File: config.mk
export PLATFORM = sky130hd
export DESIGN_NAME = vctrl_obuf_drain
export DESIGN_NICKNAME = d
export VERILOG_FILES = /design/src/rtl/vctrl_obuf_drain_pkg.sv /design/src/rtl/vctrl_obuf_skid.sv /design/src/rtl/vctrl_obuf_drain.sv
export SDC_FILE = /design/constraint.sdc
export NUM_CORES = 1
export LEC_CHECK = 0
export CAP_MARGIN = 20
export CORE_AREA = 2 2 214 216
export DETAILED_ROUTE_END_ITERATION = 7
export DIE_AREA = 0 0 216 218
export GPL_ROUTABILITY_DRIVEN = 0
export PLACE_DENSITY = 0.64
export SYNTH_ARGS = -nofsm -noshare
export SYNTH_HDL_FRONTEND = slang
export SYNTH_SLANG_ARGS = --single-unit
File: constraint.sdc
create_clock -name clk -period 19.85 [get_ports clk]
set_input_delay 2.9775 -clock clk [delete_from_list [all_inputs] [get_ports clk]]
set_output_delay 2.9775 -clock clk [all_outputs]
set_load 0.03 [all_outputs]
File: src/rtl/vctrl_obuf_drain_pkg.sv
// ============================================================================
// Module  : vctrl_obuf_drain_pkg
// Brief   : Shared sizing, types and address-shuffle helper for the OBuf drain.
// Revision: 1.0 - initial release
// ============================================================================
`default_nettype none

package vctrl_obuf_drain_pkg;

  localparam int OBufBank  = 8;
  localparam int OBufDepth = 256;
  localparam int VRowLoop  = 16;
  localparam int VColLoop  = 16;
  localparam int DataWidth = 32;

  localparam int BankHalf = OBufBank / 2;
  localparam int AddrW    = $clog2(OBufDepth);
  localparam int RowW     = $clog2(VRowLoop);
  localparam int ColW     = (VColLoop > 1) ? $clog2(VColLoop) : 1;
  localparam int ShufW    = $clog2(OBufBank) - 1;
  localparam int CfgRowW  = $clog2(VRowLoop) + 1;
  localparam int CfgColW  = $clog2(VColLoop) + 1;

  typedef logic [AddrW-1:0] obuf_addr_t;

  typedef enum logic [1:0] {
    IDLE  = 2'd0,
    ISSUE = 2'd1,
    FLUSH = 2'd2,
    DONE  = 2'd3
  } drain_state_e;

  // Must stay bit-identical to the write-side converter: the lane offset wraps
  // inside the shuffle field and never carries into the stable (column) field.
  function automatic obuf_addr_t shuffle_addr(input logic [ColW-1:0] stable,
                                              input logic [RowW-1:0] row,
                                              input int              lane);
    obuf_addr_t        a;
    logic [ShufW-1:0]  sh;
    sh = ShufW'(row >> 1);
    a = '0;
    a[ShufW-1:0]     = sh + ShufW'(lane);
    a[ShufW +: ColW] = stable;
    return a;
  endfunction

endpackage

`default_nettype wire

File: src/rtl/vctrl_obuf_skid.sv
// ============================================================================
// Module  : vctrl_obuf_skid
// Brief   : Two-entry valid/ready FIFO holding one drained row plus its tags.
// Revision: 1.0 - initial release
// ============================================================================
`default_nettype none

module vctrl_obuf_skid #(
  parameter int WIDTH = 8
) (
  input  logic             clk,
  input  logic             rst,
  input  logic             i_push,
  input  logic [WIDTH-1:0] i_data,
  input  logic             i_pop,
  output logic             o_valid,
  output logic [WIDTH-1:0] o_data,
  output logic [1:0]       o_count
);

  logic [WIDTH-1:0] r_mem [2];
  logic             r_wr_ptr;
  logic             r_rd_ptr;
  logic [1:0]       r_count;
  logic             w_push_ok;
  logic             w_pop_ok;

  assign w_pop_ok  = i_pop && (r_count != 2'd0);
  assign w_push_ok = i_push && ((r_count != 2'd2) || w_pop_ok);

  always_ff @(posedge clk or posedge rst) begin
    if (rst) begin
      r_wr_ptr <= 1'b0;
      r_rd_ptr <= 1'b0;
      r_count  <= 2'd0;
      for (int i = 0; i < 2; i++) r_mem[i] <= '0;
    end else begin
      if (w_push_ok) begin
        r_mem[r_wr_ptr] <= i_data;
        r_wr_ptr        <= ~r_wr_ptr;
      end
      if (w_pop_ok) r_rd_ptr <= ~r_rd_ptr;
      case ({w_push_ok, w_pop_ok})
        2'b10:   r_count <= r_count + 2'd1;
        2'b01:   r_count <= r_count - 2'd1;
        default: r_count <= r_count;
      endcase
    end
  end

  assign o_valid = (r_count != 2'd0);
  assign o_data  = r_mem[r_rd_ptr];
  assign o_count = r_count;

endmodule

`default_nettype wire

File: src/rtl/vctrl_obuf_drain.sv
// ============================================================================
// Module  : vctrl_obuf_drain
// Brief   : Walks every (row, col) of the banked/shuffled OBuf and streams rows
//           out over valid/ready. Optional clear-after-read: VCTRL_OBUF_DRAIN_CLEAR_EN.
// Revision: 1.0 - initial release
// ============================================================================
`default_nettype none

module vctrl_obuf_drain
  import vctrl_obuf_drain_pkg::*;
(
  input  logic                          clk,
  input  logic                          rst,
  input  logic                          start,
  input  logic [CfgRowW-1:0]            cfgRowNum,
  input  logic [CfgColW-1:0]            cfgColNum,
  output logic                          busy,
  output logic                          done,
  output logic [OBufBank-1:0]           oBufRdEn,
  output logic [OBufBank*AddrW-1:0]     oBufRdAddr,
  input  logic [OBufBank*DataWidth-1:0] oBufRdData,
  output logic [OBufBank-1:0]           oBufWrEn,
  output logic [OBufBank*AddrW-1:0]     oBufWrAddr,
  output logic                          outValid,
  input  logic                          outReady,
  output logic [BankHalf*DataWidth-1:0] outData,
  output logic [RowW-1:0]               outRow,
  output logic [ColW-1:0]               outCol
);

  localparam int c_beat_w = RowW + ColW + BankHalf * DataWidth;

  drain_state_e                  r_state;
  logic [RowW-1:0]               r_row_ptr;
  logic [ColW-1:0]               r_col_ptr;
  logic [RowW-1:0]               r_row_last;
  logic [ColW-1:0]               r_col_last;
  logic                          r_inflight;
  logic                          r_tag_g;
  logic [RowW-1:0]               r_tag_row;
  logic [ColW-1:0]               r_tag_col;
  logic                          r_busy;
  logic                          r_done;

  logic [1:0]                    w_fifo_count;
  logic                          w_pop;
  logic [2:0]                    w_occupancy;
  logic                          w_issue;
  logic                          w_drained;
  logic [BankHalf*DataWidth-1:0] w_lanes;
  logic [c_beat_w-1:0]           w_head;
  obuf_addr_t                    w_rd_addr [OBufBank];

  assign w_pop = outValid && outReady;

  // Credit counts the slot freed by a pop this cycle so a steady stream keeps
  // one read in flight and one row stored, sustaining one beat per cycle.
  assign w_occupancy = {1'b0, w_fifo_count} + {2'b00, r_inflight} - {2'b00, w_pop};
  assign w_issue     = (r_state == ISSUE) && (w_occupancy < 3'd2);
  assign w_drained   = !r_inflight &&
                       ((w_fifo_count == 2'd0) || ((w_fifo_count == 2'd1) && w_pop));

  for (genvar k = 0; k < OBufBank; k++) begin : g_bank
    localparam logic c_grp  = (k >= BankHalf);
    localparam int   c_lane = k % BankHalf;
    assign oBufRdEn[k]   = w_issue && (r_row_ptr[0] == c_grp);
    assign w_rd_addr[k]  = oBufRdEn[k] ? shuffle_addr(r_col_ptr, r_row_ptr, c_lane) : '0;
    assign oBufRdAddr[k*AddrW +: AddrW] = w_rd_addr[k];
  end

  for (genvar i = 0; i < BankHalf; i++) begin : g_lane
    assign w_lanes[i*DataWidth +: DataWidth] = r_tag_g
        ? oBufRdData[(BankHalf+i)*DataWidth +: DataWidth]
        : oBufRdData[i*DataWidth +: DataWidth];
  end

  always_ff @(posedge clk or posedge rst) begin
    if (rst) begin
      r_state    <= IDLE;
      r_row_ptr  <= '0;
      r_col_ptr  <= '0;
      r_row_last <= '0;
      r_col_last <= '0;
      r_inflight <= 1'b0;
      r_tag_g    <= 1'b0;
      r_tag_row  <= '0;
      r_tag_col  <= '0;
      r_busy     <= 1'b0;
      r_done     <= 1'b0;
    end else begin
      r_done     <= 1'b0;
      r_inflight <= w_issue;
      if (w_issue) begin
        r_tag_g   <= r_row_ptr[0];
        r_tag_row <= r_row_ptr;
        r_tag_col <= r_col_ptr;
      end
      case (r_state)
        IDLE: begin
          if (start) begin
            r_busy <= 1'b1;
            if ((cfgRowNum != '0) && (cfgColNum != '0)) begin
              r_state    <= ISSUE;
              r_row_ptr  <= '0;
              r_col_ptr  <= '0;
              r_row_last <= RowW'(cfgRowNum - CfgRowW'(1));
              r_col_last <= ColW'(cfgColNum - CfgColW'(1));
            end else begin
              r_state <= DONE;
              r_done  <= 1'b1;
            end
          end
        end
        ISSUE: begin
          // Row is the inner loop, column the outer.
          if (w_issue) begin
            if (r_row_ptr == r_row_last) begin
              r_row_ptr <= '0;
              if (r_col_ptr == r_col_last) r_state <= FLUSH;
              else                         r_col_ptr <= r_col_ptr + ColW'(1);
            end else begin
              r_row_ptr <= r_row_ptr + RowW'(1);
            end
          end
        end
        FLUSH: begin
          if (w_drained) begin
            r_state <= DONE;
            r_done  <= 1'b1;
          end
        end
        DONE: begin
          r_state <= IDLE;
          r_busy  <= 1'b0;
        end
        default: r_state <= IDLE;
      endcase
    end
  end

  vctrl_obuf_skid #(
    .WIDTH (c_beat_w)
  ) u_skid (
    .clk     (clk),
    .rst     (rst),
    .i_push  (r_inflight),
    .i_data  ({r_tag_row, r_tag_col, w_lanes}),
    .i_pop   (outReady),
    .o_valid (outValid),
    .o_data  (w_head),
    .o_count (w_fifo_count)
  );

  assign {outRow, outCol, outData} = w_head;
  assign busy = r_busy;
  assign done = r_done;

`ifdef VCTRL_OBUF_DRAIN_CLEAR_EN
  logic [OBufBank-1:0]       r_wr_en;
  logic [OBufBank*AddrW-1:0] r_wr_addr;

  always_ff @(posedge clk or posedge rst) begin
    if (rst) begin
      r_wr_en   <= '0;
      r_wr_addr <= '0;
    end else begin
      r_wr_en   <= oBufRdEn;
      r_wr_addr <= oBufRdAddr;
    end
  end

  assign oBufWrEn   = r_wr_en;
  assign oBufWrAddr = r_wr_addr;
`else
  assign oBufWrEn   = '0;
  assign oBufWrAddr = '0;
`endif

endmodule

`default_nettype wire
==> flow_summary.yaml, run 1 <==
outcome:
  outcome: "complete, no violations"
sta:
  drv_slew: 0
  period_needed_ns: 9.93
  clock_skew_ns: 0.0167
  hold_violations: 0
  fin_crit_sh: 0.500
  slew_headroom: 0.270
  worst_slack_ns: 9.92
  rsz0062_at_grt: "no"
  setup_viol_count_final: 0
  fin_tns_setup_ns: 0
  fin_hold_ws_ns: 0.474
  fmax_mhz: 101
  worst_slew_pin_slew_ns: 1.10
place:
  io_buffer_count: 464
  dp_cells: 2428
  pre_cts_ws_ns: 9.93
  dp_hpwl_um: 27900
setup_path:
  path_delay_family: "buffers and inverters"
  cp_max_fo: 22
  path_common_cell: "clkdlybuf4s50_1"
  worst_setup_path_start_kind: "primary input"
  slowest_stage: "clkdlybuf4s50_1"
  crit_chain: "clkdlybuf4s50_1 -> nor2b_1 -> ha_1 -> nand2b_1 -> fa_1 -> xnor2_1 -> nand3_1 -> inv_1 -> nand2_1 -> nor2_1 -> clkdlybuf4s50_1"
  end_kind: "output port"
  path_buf_inv: 3
  reg2reg_from: "u_skid.o_count[1]$_DFFE_PP0P_"
  critPathMaxStageDelay_ns: 0.72
  cp_data_required_time_ns: 16.87
  crit_start: "outReady"
  worst-setup-path-type: "primary input to output port"
  cp.arrival_ns: 6.95
drt:
  ant_nets: 0
  drc_errors: 0
  viasPerCell: 4.60
  initialDrtViolationCount: 782
  via_count: 11500
  avgRoutedWirePerCell_um: 15.8
  wl_um: 39400
  dr.pass1.iters: 4
synth:
  syn_inst: 1479
  synth_largest_area_cell: "dfrtp_1"
  synth_edf_count: 0
  dominantRegCellSynth: "dfrtp_1"
  synth_area_per_cell_um2: 10.3
  yosys_register_bits: 305
  yosysSeqAreaShare: 0.499
  synthArstFlopShare: 1.00
  synthTopCellsByArea: "dfrtp_1 (50%), mux2_2 (12%), mux2i_1 (8.5%)"
  syn-cell-area_um2: 15300
  synth_commonest_cells: "dfrtp_1 (305), mux2_2 (160), nor2_1 (146)"
  ys_warn_count: 0
  synthMostInstantiatedCell: "dfrtp_1"
  synth_top_area_share: 0.499
  synth.distinct_cells: 38
grt:
  grt_max_degree: 120
  grt_pass1_vias: 11400
  overflow: 0
  grt_use_total: 0.162
  antenna_found_initial: 0
  grt_pass1_wl_um: 61600
power_and_ir_drop:
  p_int_mw: 2.11
  power.leakage_nw: 8.94
  power.switching_mw: 1.50
  share_comb_of_total_power: 0.528
  clkPwrFrac: 0.172
  vdd_drop_max_mv: 0.0850
  seqPwrFrac: 0.300
  p_per_area_nw_per_um2: 172
  p_sw_frac: 0.416
clocking:
  cts_buffers: 35
  cts-root-buf: "clkbuf_16"
  cts_hold_buf: 0
  clk_latency_ns: 0.51
  htree_levels: 2
  clockBufferDepth: 3
  cts_tree: "done"
  path_clk_slew_ns: 0.06
  post_cts_buffers: 0
  clock-sinks: 305
  post_cts_resized: 0
cells_and_area:
  syn_to_final_growth_pct: 36.9
  final_cells: 2489
  drive_above_1_share: 0.122
  diodes: 0
  nets: 2152
hold_path:
  min_from: "u_skid.r_mem[42]$_DFFE_PP0P_"
  hold_class: "register to register"
floorplanning:
  die-area_um2: 47100
  row_count: 78
  die_h_um: 218
  die_width_um: 216
  start_util: 0.341
  core-area_um2: 44900
  ios: 553
run:
  cap_violations: 0
-- state kept, by name, summed over array words and instances, names as in the netlist --
register         cells
u_skid.r_wr_ptr      1
u_skid.o_count       2
u_skid.r_rd_ptr      1
r_tag_col            4
r_inflight           1
r_col_last           4
r_tag_row            4
r_row_last           4
u_skid.r_mem       272
r_state              2
r_col_ptr            4
r_row_ptr            4
busy                 1
done                 1
-- path summary, 6_finish.rpt --
kind	endpoint	slack, ns	depth (start not counted)
min in group asynchronous	u_skid.r_mem[62]$_DFFE_PP0P_	3.04	2
min	u_skid.r_mem[42]$_DFFE_PP0P_	0.47	2
max reg2reg	u_skid.r_mem[220]$_DFFE_PP0P_	16.15	9
max	oBufRdAddr[40]	9.92	11
min reg2reg	u_skid.r_mem[42]$_DFFE_PP0P_	0.47	2
max in group asynchronous	u_skid.r_mem[93]$_DFFE_PP0P_	14.68	4
-- area by class of cell --
cell class / instances / area (um2)
Multi-Input combinational cell: 1028 / 6620
Fill cell: 4226 / 24000
Inverter: 17 / 71.3
Clock inverter: 9 / 105
Tap cell: 600 / 751
Sequential cell: 305 / 7640
Timing Repair Buffer: 478 / 4750
Clock buffer: 52 / 1000
-- kinds of logic (layout without fill, tap and decap cells) --
| family | Yosys count | count (layout) | synth area share |
|---|---|---|---|
| flops | 305 | 305 | 0.499 |
| simple gates | 329 | 329 | 0.0880 |
| compound gates | 287 | 287 | 0.0960 |
| buf+inv | 233 | 556 | 0.0897 |
| xor+xnor | 17 | 17 | 0.00974 |
| other cells | 1 | 88 | 0.000245 |
| fa+ha+maj | 17 | 17 | 0.0144 |
| mux | 290 | 290 | 0.203 |
-- layout by cell type (no fill, tap or decap), types with 3 or more instances in the layout --
cell,n
clkdlybuf4s50_1,464
dfrtp_1,303
mux2_2,160
nor2_1,145
nand2_1,144
a21oi_1,140
o21ai_0,138
mux2i_1,130
conb_1,88
clkbuf_16,37
inv_1,16
ha_1,16
and3_1,15
buf_4,14
clkbuf_1,13
xnor2_1,12
nor3_1,7
xor2_1,5
clkinv_2,4
nor4b_1,3
-- power groups by stage --
stage	Clock, mW	Sequential [mW]	Combinational, mW
floorplan	0	1.01	1.32
global placement	0	1.08	1.89
detailed placement	0	1.10	1.92
CTS	0.643	1.09	1.93
global route	0.673	1.12	2.06
finish	0.622	1.08	1.90
-- layer usage --
layer | GRT usage | wire length (um) | vias to the layer above | share of wire
met5 | 0 | 0 | - | 0
met4 | 0.0445 | 832 | 0 | 0.021
met3 | 0.0349 | 2320 | 55 | 0.059
met2 | 0.272 | 19300 | 299 | 0.49
met1 | 0.210 | 17000 | 5497 | 0.43
li1 | - | - | 5610 | -
-- worst reg2reg max path, stage by stage, from the launching register on --
cell and delay [ns]:
dfrtp_1 0.45, inv_1 0.09, ha_1 0.22, nor2b_1 0.34, o21ai_0 0.30, nor2_4 0.63, buf_4 0.49, buf_4 0.83
nor2_1 0.13, a21oi_1 0.16
-- through the flow --
stage,total power [mW],cell area (um2),util
CTS,3.66,20900,0.466
floorplan,2.34,15600,-
detailed placement,3.02,19800,0.442
global placement,2.97,19800,0.442
global route,3.85,20900,0.466
finish,3.61,20900,0.466
Note: power is estimated with default switching activity, not from simulation.
==> run 2, diff against run 1 <==
--- a/config.mk
+++ b/config.mk
@@ -6,11 +6,11 @@
 export NUM_CORES = 1
 export LEC_CHECK = 0
 export CAP_MARGIN = 20
-export CORE_AREA = 2 2 214 216
+export CORE_AREA = 2 2 215 217
 export DETAILED_ROUTE_END_ITERATION = 7
-export DIE_AREA = 0 0 216 218
+export DIE_AREA = 0 0 217 219
 export GPL_ROUTABILITY_DRIVEN = 0
-export PLACE_DENSITY = 0.64
+export PLACE_DENSITY = 0.63
 export SYNTH_ARGS = -nofsm -noshare
 export SYNTH_HDL_FRONTEND = slang
 export SYNTH_SLANG_ARGS = --single-unit
==> constraint.sdc (replaced) <==
create_clock -name clk -period 10.4 [get_ports clk]
set_input_delay 1.56 -clock clk [delete_from_list [all_inputs] [get_ports clk]]
set_output_delay 1.56 -clock clk [all_outputs]
set_load 0.03 [all_outputs]
==> run 2 against run 1 <==
Critical path depth did not move. Global-route usage barely moved. Sequential share of layout area fell by 0.16 points. Non-clock buffer count rose by 1. Wire length rose by 0.12%. Sequential power rose by 86%. Cell count did not move. Sequential cell count did not move. Core utilization barely moved. Total power rose by 91%. Worst hold slack barely moved. Critical path type unchanged. Critical endpoint unchanged. Largest power group unchanged. Highest routed layer unchanged.
==> flow_summary.yaml, run 2 (synthesis gave the netlist of run 1 again) <==
outcome:
  outcome: "complete, no violations"
cells_and_area:
  nets: 2153
  largest_register: "u_skid.r_mem"
  syn_to_final_growth_pct: 37.6
  final_cell_mix: "clkdlybuf4s50_1 (464), dfrtp_1 (303), mux2_2 (160)"
  final_cells: 2489
  drive_above_1_share: 0.124
  final_common_cell: "clkdlybuf4s50_1"
  diodes: 0
  largest_register_ffs: 272
setup_path:
  worst-setup-path-type: "primary input to output port"
  worst_setup_path_start_kind: "primary input"
  end_kind: "output port"
  reg2reg_from: "u_skid.o_count[1]$_DFFE_PP0P_"
  cp.arrival_ns: 5.52
  cp_data_required_time_ns: 8.84
  cp_max_fo: 22
  crit_start: "outReady"
grt:
  grt_pass1_vias: 11500
  grt_pass1_wl_um: 61400
  overflow: 0
  antenna_found_initial: 0
  grt_use_total: 0.161
  grt_max_degree: 265
power_and_ir_drop:
  vdd_drop_max_mv: 0.150
  power.leakage_nw: 8.99
  p_per_area_nw_per_um2: 329
drt:
  via_count: 11500
  initialDrtViolationCount: 534
  dr.pass1.iters: 5
  ant_nets: 0
  drc_errors: 0
  viasPerCell: 4.61
  avgRoutedWirePerCell_um: 15.9
  wl_um: 39500
floorplanning:
  core-area_um2: 45100
  start_util: 0.339
  ios: 553
  die_width_um: 217
  die-area_um2: 47500
  die_h_um: 219
  row_count: 78
clocking:
  post_cts_resized: 0
  cts_buffers: 35
  cts_tree: "done"
  clockBufferDepth: 3
  post_cts_buffers: 0
  path_clk_slew_ns: 0.05
  clk_latency_ns: 0.52
  clock-sinks: 305
  htree_levels: 2
  cts-root-buf: "clkbuf_16"
  cts_hold_buf: 0
place:
  dp_hpwl_um: 27800
  io_buffer_count: 464
  dp_cells: 2426
sta:
  slew_headroom: 0.0653
  fin_hold_ws_ns: 0.473
  rsz0062_at_grt: "no"
  worst_slew_pin_slew_ns: 1.40
  fmax_mhz: 141
  clock_skew_ns: 0.0117
  drv_slew: 0
  setup_viol_count_final: 0
  hold_violations: 0
  fin_crit_sh: 0.680
  fin_tns_setup_ns: 0
  period_needed_ns: 7.08
hold_path:
  hold_class: "register to register"
  min_from: "u_skid.r_mem[86]$_DFFE_PP0P_"
run:
  cap_violations: 0
run 2: layout make-up:
| type | instances | area, um2 |
|---|---|---|
| fillers | 4219 | 24100 |
| flip-flops and latches | 305 | 7640 |
| multi-input cells | 1028 | 6620 |
| repair buffers | 479 | 4820 |
| clock buffers | 53 | 1070 |
| well taps | 600 | 751 |
| inverters | 17 | 71.3 |
| clock inverters | 7 | 62.6 |
run 2: power by group:
group	switching (mW)	internal (mW)
Clock	0.467	0.729
Sequential	0.285	1.72
Combinational	2.11	1.60
Total	2.86	4.05
run 2: through the flow:
step | area [um2] | worst slack (ns) | utilization | power (mW)
4_1_cts | 21000 | 3.31 | 0.465 | 7.00
2_1_floorplan | 15600 | 0.409 | - | 4.46
5_1_grt | 21000 | 2.99 | 0.467 | 7.37
3_3_place_gp | 19800 | 3.38 | 0.440 | 5.67
6_report | 21000 | 3.32 | 0.467 | 6.91
3_5_place_dp | 19800 | 3.32 | 0.440 | 5.76
run 2: worst max-delay path, stage by stage:
cell and delay, ns:
clkdlybuf4s50_1 0.49, nor2b_1 0.34, ha_1 0.30, nand2b_1 0.16, fa_1 0.40, xnor2_1 0.19
nand3_1 0.30, inv_1 0.56, nand2_1 0.25, nor2_1 0.24, clkdlybuf4s50_1 0.72
run 2: path summary, 6_finish.rpt:
kind	to	slack (ns)	cells after the start
max reg2reg	u_skid.r_mem[170]$_DFFE_PP0P_	6.78	9
max in group asynchronous	u_skid.r_mem[142]$_DFFE_PP0P_	7.05	5
min in group asynchronous	busy$_DFFE_PP0P_	1.54	2
min	u_skid.r_mem[86]$_DFFE_PP0P_	0.47	2
max	oBufRdAddr[40]	3.32	11
min reg2reg	u_skid.r_mem[86]$_DFFE_PP0P_	0.47	2
run 2: layer usage:
layer,GRT usage,up-vias,part of all wire
met5,0,-,0
met4,0.0521,0,0.021
met3,0.0376,54,0.063
met2,0.274,304,0.50
met1,0.202,5501,0.42
li1,-,5616,-
==> run 3, diff against run 2 <==
--- a/config.mk
+++ b/config.mk
@@ -10,7 +10,7 @@
 export DETAILED_ROUTE_END_ITERATION = 7
 export DIE_AREA = 0 0 217 219
 export GPL_ROUTABILITY_DRIVEN = 0
-export PLACE_DENSITY = 0.63
+export PLACE_DENSITY = 0.66
 export SYNTH_ARGS = -nofsm -noshare
 export SYNTH_HDL_FRONTEND = slang
 export SYNTH_SLANG_ARGS = --single-unit
==> constraint.sdc (replaced) <==
create_clock -name clk -period 6 [get_ports clk]
set_input_delay 0.9 -clock clk [delete_from_list [all_inputs] [get_ports clk]]
set_output_delay 0.9 -clock clk [all_outputs]
set_load 0.03 [all_outputs]
==> run 3 against run 2 <==
Wire length is 0.22% lower. Die area stayed put. Clock power is 73% higher. Via count is 0.31% higher. Register-to-register slack worse by 4.2 ns. Sequential power is 77% higher. First-iteration DRC count is 1.1% higher. Total power is 73% higher. Non-clock buffer count is 2 lower. Design area is 0.15% lower.
==> flow_summary.yaml, run 3 (synthesis gave the netlist of run 1 again) <==
setup_path:
  ff2ff_path_depth: 11
  crit_end: "oBufRdAddr[59]"
  end_kind: "output port"
  reg2reg_from: "u_skid.o_count[1]$_DFFE_PP0P_"
  rr_endpoint: "r_col_ptr[0]$_DFFE_PP0P_"
  cp_max_fo: 21
  critPathMaxStageDelay_ns: 0.71
  crit_chain: "clkdlybuf4s50_1 -> nor2b_1 -> ha_1 -> nand2b_1 -> fa_1 -> xnor2_1 -> nand3_1 -> inv_1 -> buf_4 -> and3_1 -> clkdlybuf4s50_1"
  worst-setup-path-type: "primary input to output port"
  cp_data_required_time_ns: 5.10
  crit_start: "outReady"
  r2r_slack_ns: 2.57
  path_common_cell: "clkdlybuf4s50_1"
  cp.arrival_ns: 4.48
  worst_setup_path_start_kind: "primary input"
  slowest_stage: "clkdlybuf4s50_1"
cells_and_area:
  largest_register: "u_skid.r_mem"
  diodes: 0
  final_common_cell: "clkdlybuf4s50_1"
  multi_input_area_um2: 6620
  nets: 2151
  fillCellCount: 4185
  syn_to_final_growth_pct: 37.3
  final_cell_mix: "clkdlybuf4s50_1 (464), dfrtp_1 (303), mux2_2 (160)"
  layout.area.seq_um2: 7640
  largest_register_ffs: 272
  drive_above_1_share: 0.123
clocking:
  htree_levels: 2
  cts-root-buf: "clkbuf_16"
  cts_hold_buf: 0
  clockBufferDepth: 3
  clock-sinks: 305
  clk_latency_ns: 0.52
  cts_tree: "done"
  path_clk_slew_ns: 0.05
  post_cts_resized: 0
  post_cts_buffers: 0
  cts_buffers: 35
sta:
  clock_skew_ns: 0.0114
  rsz0062_at_grt: "no"
  worst_slew_pin_slew_ns: 0.944
  period_needed_ns: 5.38
  setup_viol_count_final: 0
  hold_violations: 0
  slew_headroom: 0.370
  fin_crit_sh: 0.896
  fin_hold_ws_ns: 0.470
  drv_slew: 0
  fin_tns_setup_ns: 0
  fmax_mhz: 186
grt:
  antenna_found_initial: 0
  grt_use_total: 0.158
  grt_max_degree: 154
  overflow: 0
  grt_pass1_vias: 11300
  grt_pass1_wl_um: 60600
power_and_ir_drop:
  p_int_mw: 6.99
  vdd_drop_max_mv: 0.283
  p_sw_frac: 0.417
  clkPwrFrac: 0.172
  p_per_area_nw_per_um2: 570
  share_comb_of_total_power: 0.531
  seqPwrFrac: 0.296
  power.leakage_nw: 8.96
  power.switching_mw: 4.99
floorplanning:
  die-area_um2: 47500
  die_width_um: 217
  row_count: 78
  start_util: 0.339
  ios: 553
  die_h_um: 219
  core-area_um2: 45100
drt:
  drc_errors: 0
  ant_nets: 0
  viasPerCell: 4.63
  avgRoutedWirePerCell_um: 15.8
  dr.pass1.iters: 5
  initialDrtViolationCount: 540
  wl_um: 39400
  via_count: 11500
outcome:
  outcome: "complete, no violations"
run:
  cap_violations: 0
hold_path:
  hold_class: "register to register"
place:
  dp_hpwl_um: 28000
  io_buffer_count: 464
[run 3: cell types whose count changed in the layout (fill, tap and decap cells not counted), sizes merged]
cell      change
clkbuf        -3
buf           -2
inv           +2
bufinv        +1
clkinv        -1
clkinvlp      +1
[run 3: area by class of cell]
| type | count | area share |
|---|---|---|
| Sequential cell | 305 | 0.364 |
| Multi-Input combinational cell | 1028 | 0.315 |
| Timing Repair Buffer | 477 | 0.229 |
| Clock buffer | 50 | 0.0472 |
| Tap cell | 600 | 0.0357 |
| Clock inverter | 10 | 0.00542 |
| Inverter | 17 | 0.00322 |
[run 3: layer usage]
metal	track usage	vias up	share of wire
met4	0.0443	0	0.017
met3	0.0355	45	0.058
met1	0.202	5546	0.43
met2	0.270	295	0.50
li1	-	5625	-
met5	0	-	0
[run 3: worst min path at each step]
| stage | cells past startpoint | from | endpoint |
|---|---|---|---|
| after global placement | 2 | u_skid.r_mem[58]$_DFFE_PP0P_ | u_skid.r_mem[58]$_DFFE_PP0P_ |
| after CTS | 2 | u_skid.r_mem[108]$_DFFE_PP0P_ | u_skid.r_mem[108]$_DFFE_PP0P_ |
| final | 2 | u_skid.r_mem[111]$_DFFE_PP0P_ | u_skid.r_mem[111]$_DFFE_PP0P_ |
| after detailed placement | 2 | u_skid.r_mem[108]$_DFFE_PP0P_ | u_skid.r_mem[108]$_DFFE_PP0P_ |
| after global routing | 2 | u_skid.r_mem[111]$_DFFE_PP0P_ | u_skid.r_mem[111]$_DFFE_PP0P_ |
| after floorplan | 2 | u_skid.r_mem[0]$_DFFE_PP0P_ | u_skid.r_mem[0]$_DFFE_PP0P_ |
[run 3: power groups by stage]
stage,registers [mW],clock network (mW),logic [mW]
6_report,3.55,2.07,6.36
5_1_grt,3.68,2.22,6.85
4_1_cts,3.56,2.14,6.44
3_5_place_dp,3.59,0,6.40
3_3_place_gp,3.52,0,6.32
2_1_floorplan,3.36,0,4.38
[run 3: critical path: cells and delay by family]
| family | cells | cell delay (ns) |
|---|---|---|
| xor gates and xnor gates | 1 | 0.18 |
| adders and majority gates | 2 | 0.70 |
| buffers and inverters | 4 | 1.58 |
| and+or+nand+nor | 4 | 1.09 |
[run 3: per-stage QoR]
stage | power [mW] | worst slack, ns | utilization | instances | cell area [um2]
3_3_place_gp | 9.84 | 0.666 | 0.441 | 2427 | 19900
3_5_place_dp | 9.99 | 0.620 | 0.441 | 2427 | 19900
6_report | 12.0 | 0.625 | 0.466 | 2487 | 21000
5_1_grt | 12.7 | 0.374 | 0.466 | 2487 | 21000
2_1_floorplan | 7.74 | 1.04 | - | 1566 | 15600
4_1_cts | 12.1 | 0.608 | 0.466 | 2487 | 21000
